### config.mk
export PLATFORM = sky130hd
export DESIGN_NAME = quad_step_decoder
export DESIGN_NICKNAME = d
export VERILOG_FILES = /design/src/rtl/quad_step_decoder.sv
export SDC_FILE = /design/constraint.sdc
export NUM_CORES = 1
export LEC_CHECK = 0
export ABC_AREA = 1
export ABC_CLOCK_PERIOD_IN_PS = 1300
export BUFFER_PORTS_ARGS = -buffer_cell sky130_fd_sc_hd__buf_2
export CAP_MARGIN = 15
export CORE_ASPECT_RATIO = 1.2
export CORE_MARGIN = 4
export CORE_UTILIZATION = 47
export CTS_CLUSTER_SIZE = 24
export DETAILED_ROUTE_END_ITERATION = 8
export PLACE_DENSITY = 0.71
export SLEW_MARGIN = 20
export SYNTH_ARGS = -nofsm -noshare
export SYNTH_HDL_FRONTEND = slang
export SYNTH_SLANG_ARGS = --single-unit
### constraint.sdc
create_clock -name clk -period 1.3 [get_ports clk]
set_input_delay 0.065 -clock clk [delete_from_list [all_inputs] [get_ports clk]]
set_output_delay 0.065 -clock clk [all_outputs]
set_load 0.01 [all_outputs]
### src/rtl/quad_step_decoder.sv
// Quadrature step decoder: synchronises and glitch-filters encoder phases, emits step pulses.
// Latency: pin change to pulse is SYNC_STAGES + FILTER_LEN clock edges; pulses last one cycle.
// Backpressure: none; pulses are fire-and-forget, en=0 drops pulses while level tracking continues.
module quad_step_decoder #(
    parameter int SYNC_STAGES = 2,
    parameter int FILTER_LEN  = 3
) (
    input  logic       clk,
    input  logic       reset,
    input  logic       enc_a,
    input  logic       enc_b,
    input  logic       en,
    input  logic       clr_fault,
    output logic       increment,
    output logic       decrement,
    output logic       error,
    output logic       fault,
    output logic [1:0] ab_state
);

    // stab only needs to reach FILTER_LEN-1 (run length minus the first sighting).
    localparam int STAB_W = (FILTER_LEN > 1) ? $clog2(FILTER_LEN) : 1;
    localparam logic [STAB_W-1:0] STAB_MAX = STAB_W'(FILTER_LEN - 1);

    logic [SYNC_STAGES-1:0] sync_a;
    logic [SYNC_STAGES-1:0] sync_b;
    logic [SYNC_STAGES-1:0] sync_ok;
    logic [1:0]             s;
    logic [1:0]             s_prev;
    logic [STAB_W-1:0]      stab;
    logic [STAB_W-1:0]      stab_next;
    logic                   sync_full;
    logic                   stable;
    logic                   primed;
    logic                   moved;
    logic [1:0]             step;

    // Position along the forward cycle 00->10->11->01; the difference of two
    // positions mod 4 classifies a step: 1 forward, 3 reverse, 2 illegal jump.
    function automatic logic [1:0] gray_pos(input logic [1:0] ab);
        return {ab[0], ab[1] ^ ab[0]};
    endfunction

    // Synchroniser chains; sync_ok marks when the chain holds real pin samples
    // again after reset, so the zeros flushed in by reset are never accepted.
    always_ff @(posedge clk or negedge reset) begin
        if (!reset) begin
            sync_a  <= '0;
            sync_b  <= '0;
            sync_ok <= '0;
        end else begin
            sync_a  <= {sync_a[SYNC_STAGES-2:0], enc_a};
            sync_b  <= {sync_b[SYNC_STAGES-2:0], enc_b};
            sync_ok <= {sync_ok[SYNC_STAGES-2:0], 1'b1};
        end
    end

    assign s         = {sync_a[SYNC_STAGES-1], sync_b[SYNC_STAGES-1]};
    assign sync_full = sync_ok[SYNC_STAGES-1];

    // Saturating run length of identical synchronised samples at this edge.
    always_comb begin
        stab_next = '0;
        if (sync_full && (s == s_prev)) begin
            stab_next = (stab == STAB_MAX) ? stab : stab + 1'b1;
        end
    end

    assign stable = sync_full && (stab_next == STAB_MAX);
    assign moved  = stable && primed && (s != ab_state);
    assign step   = gray_pos(s) - gray_pos(ab_state);

    // Level acceptance, priming, registered step pulses and the sticky fault.
    always_ff @(posedge clk or negedge reset) begin
        if (!reset) begin
            s_prev    <= 2'b00;
            stab      <= '0;
            primed    <= 1'b0;
            ab_state  <= 2'b00;
            increment <= 1'b0;
            decrement <= 1'b0;
            error     <= 1'b0;
            fault     <= 1'b0;
        end else begin
            s_prev    <= s;
            stab      <= stab_next;
            increment <= moved && en && (step == 2'd1);
            decrement <= moved && en && (step == 2'd3);
            error     <= moved && en && (step == 2'd2);
            if (stable && (!primed || (s != ab_state))) begin
                ab_state <= s;
                primed   <= 1'b1;
            end
            // A new error outranks a simultaneous clear.
            if (moved && en && (step == 2'd2)) begin
                fault <= 1'b1;
            end else if (clr_fault) begin
                fault <= 1'b0;
            end
        end
    end

endmodule

==> flow_metrics.py <==
metrics = {
    "sta": {
        "rsz0062_at_grt": "true",
        "layout_min_cycle_time_ps": 1310,
        "setup-violations-final": 2,
        "fin_skew_ps": 10.9,
        "fmax_mhz": 765,
        "worst_hold_slack_ps": 172,
        "period_share_pct": 101,
        "fin_ws_ps": -6.75,
        "drv_slew": 0,
        "finalHoldViolations": 0,
    },
    "place": {
        "dp_cells": 111,
        "dp.final_hpwl_um": 973,
        "gp_congestion": 0.752,
        "portBuffers": 11,
        "postPlaceCellArea_um2": 850,
    },
    "yosys": {
        "async_flop_share_pct": 100,
        "ys_ff_latch": 17,
        "synth_commonest_cells": "19 x nand2_1, 17 x dfrtp_1, 14 x inv_1",
        "syn_nets": 87,
        "yosys.area_share.adder_pct": 3.37,
        "synth_area_um2": 743,
        "synth_top_family_by_area": "simple AND/OR/NAND/NOR gates",
        "yosysSeqAreaShare_pct": 57.2,
        "synth_xor_area_share_pct": 2.36,
        "yosys.area.top_type": "dfrtp_1",
        "synth-compound-area-share_pct": 0,
        "synth_mux_area_share_pct": 0,
        "synth_cell_types": 18,
        "synthFlopType": "dfrtp_1",
        "synthCells": 79,
        "synth-simple-area-share_pct": 27.9,
        "avgSynthCellArea_um2": 9.41,
        "yosysMostFrequentCell": "nand2_1",
        "yosysWarnings": 0,
        "synth_edf_count": 0,
        "synth.top_cell.area_share_pct": 57.2,
        "synth_area_leaders": "dfrtp_1 57%, nand2_1 9.6%, inv_1 7.1%",
    },
    "power": {
        "swShare_pct": 28.8,
        "p_sw_mw": 0.316,
        "p_clk_share_pct": 26.0,
        "power_mw": 1.10,
        "p_per_area_nw_per_um2": 1110,
        "power_frac_comb_pct": 21.4,
        "seqPwrFrac_pct": 52.7,
        "leakage_nw": 0.547,
        "vdd_drop_max_mv": 0.909,
        "internal_power_mw": 0.782,
    },
    "drt": {
        "dr.pass1.iters": 4,
        "wl_per_cell_um": 11.9,
        "antenna_left": 0,
        "drc": 0,
        "vias_per_cell": 4.59,
        "wirelength_um": 1440,
        "routed-via-count": 555,
        "first_iter_violations": 10,
    },
    "setup_path": {
        "critPathSlowestCell": "dfrtp_1",
        "crit_family": "flip-flops",
        "end_kind": "flip-flop",
        "crit_path_start_kind": "flip-flop",
        "cp_max_fo": 2,
        "path_class": "flip-flop to flip-flop",
        "max_stage_delay_ps": 420,
        "path_cells": "xor2_1, ha_2, inv_2, nand3_2, nand2_2, nor2_1, nand3_1, inv_1",
        "crit_arrival_ps": 1530,
        "crit_buf_inv": 2,
        "critPathRequiredTime_ps": 1530,
    },
    "layout": {
        "fin_cells": 121,
        "multiInputGateArea_um2": 299,
        "regArea_um2": 425,
        "design_area_um2": 990,
        "drive_above_1_share_pct": 40.4,
        "synthToLayoutAreaGrowth_pct": 33.2,
        "antennaDiodeCount": 0,
        "layout.nets": 113,
        "fin_util_pct": 67.6,
        "fillers": 106,
    },
    "grt": {
        "grt_remaining_overflow": 0,
        "grt_usage_pct": 12.8,
        "grt_pass1_wl_um": 2070,
        "grt_pass1_vias": 518,
        "antenna_found_initial": 0,
        "grt_max_degree": 18,
    },
    "floorplan": {
        "fp.dieH_um": 51.6,
        "die_w_um": 44.3,
        "io_pins": 12,
        "start_util_pct": 50.8,
        "rows": 15,
        "coreArea_um2": 1460,
        "die-area_um2": 2280,
    },
    "clock_network": {
        "clockBufferDepth": 2,
        "cts_buffers": 3,
        "clk_pin_slew_ps": 100,
        "numClockSinks": 17,
        "cts_tree": "yes",
        "clock-root-buffer": "clkbuf_4",
        "htreeDepth": 1,
        "insertion_delay_ps": 290,
    },
    "status": {
        "violations": "setup timing",
        "status": "complete, but fails checks",
    },
    "job": {
        "timing.max_cap.violations": 0,
    },
    "worst_hold_path": {
        "min_path_type": "input pin to flip-flop",
    },
}
final cells by class:
cell class                 count  area share [%]
sequential                    17            43.0
multi-input combinational     45            30.2
timing repair buffer          21            15.3
inverter                      17            6.70
clock buffer                   4            2.65
tap                           17            2.15
state kept, by name, indices dropped and copies added, names as in the netlist:
register and cells:
increment 1, ab_state 2, s_prev 2, decrement 1
primed 1, stab 2, error 1, sync_b 2
sync_a 2, sync_ok 2, fault 1
cells in the final DEF (no fill, tap or decap):
cell	count
nor2_1	3
inv_1	12
ha_2	1
or2_1	1
conb_1	1
buf_2	11
buf_4	3
ha_1	1
buf_6	3
nor2_4	1
xor2_1	1
dfrtp_1	17
nand4_1	1
inv_4	1
nand3_1	4
nand2_2	5
clkbuf_4	3
nor3_4	1
xnor2_1	1
nand2_1	14
nand2_4	3
inv_2	4
nor3_1	1
nand3_4	1
nor2_2	3
clkbuf_1	1
nand3_2	2
dlygate4sd3_1	4
final timing paths:
check	startpoint	end	slack (ps)	depth (start not counted)
max	ab_state[0]	error	-7	8
min	en	decrement	170	5
max reg2reg	ab_state[0]	error	-7	8
min reg2reg	sync_ok[0]	sync_ok[1]	360	0
max in group asynchronous	reset	error	820	2
min in group asynchronous	reset	increment	210	2
worst min-delay path, delay by kind of cell:
kind | cells | cell delay (ps)
buffers and inverters | 1 | 100
and+or+nand+nor | 4 | 290
metal layers:
layer  wire [um]  track usage, %  vias up
li1            -               -      287
met1         544            15.2      256
met2         833            22.1       10
met3          54            2.08        2
met4          12            6.03        0
met5           0               0        -
power groups by stage:
stage | clock, mW | combinational (mW) | sequential [mW]
6_report | 0.285 | 0.235 | 0.578
5_1_grt | 0.316 | 0.261 | 0.582
4_1_cts | 0.287 | 0.190 | 0.575
3_5_place_dp | 0 | 0.175 | 0.586
3_3_place_gp | 0 | 0.172 | 0.585
2_1_floorplan | 0 | 0.104 | 0.593
through the flow:
stage          worst slack (ps)  setup TNS, ps
3_3_place_gp              -4.34          -4.34
4_1_cts                    2.85              0
2_1_floorplan              12.9              0
5_1_grt                    -104           -502
6_report                  -6.75          -6.97
3_5_place_dp              -23.9          -46.0
what timing repair did:
action                                 4_1_cts  5_1_grt
pin swaps                                    1       14
hold buffers                                 4        0
setup buffers                                1        1
endpoints found under the hold margin       20        0
setup endpoints to repair                    3        7
resized for setup                            1       17
cell families after synthesis:
group                      after synthesis
and+or+nand+nor                         40
buffers and inverters                   17
DFF                                     17
xor gates and xnor gates                 2
adders and majority gates                2
other                                    1
(Power assumes the default switching activity.)
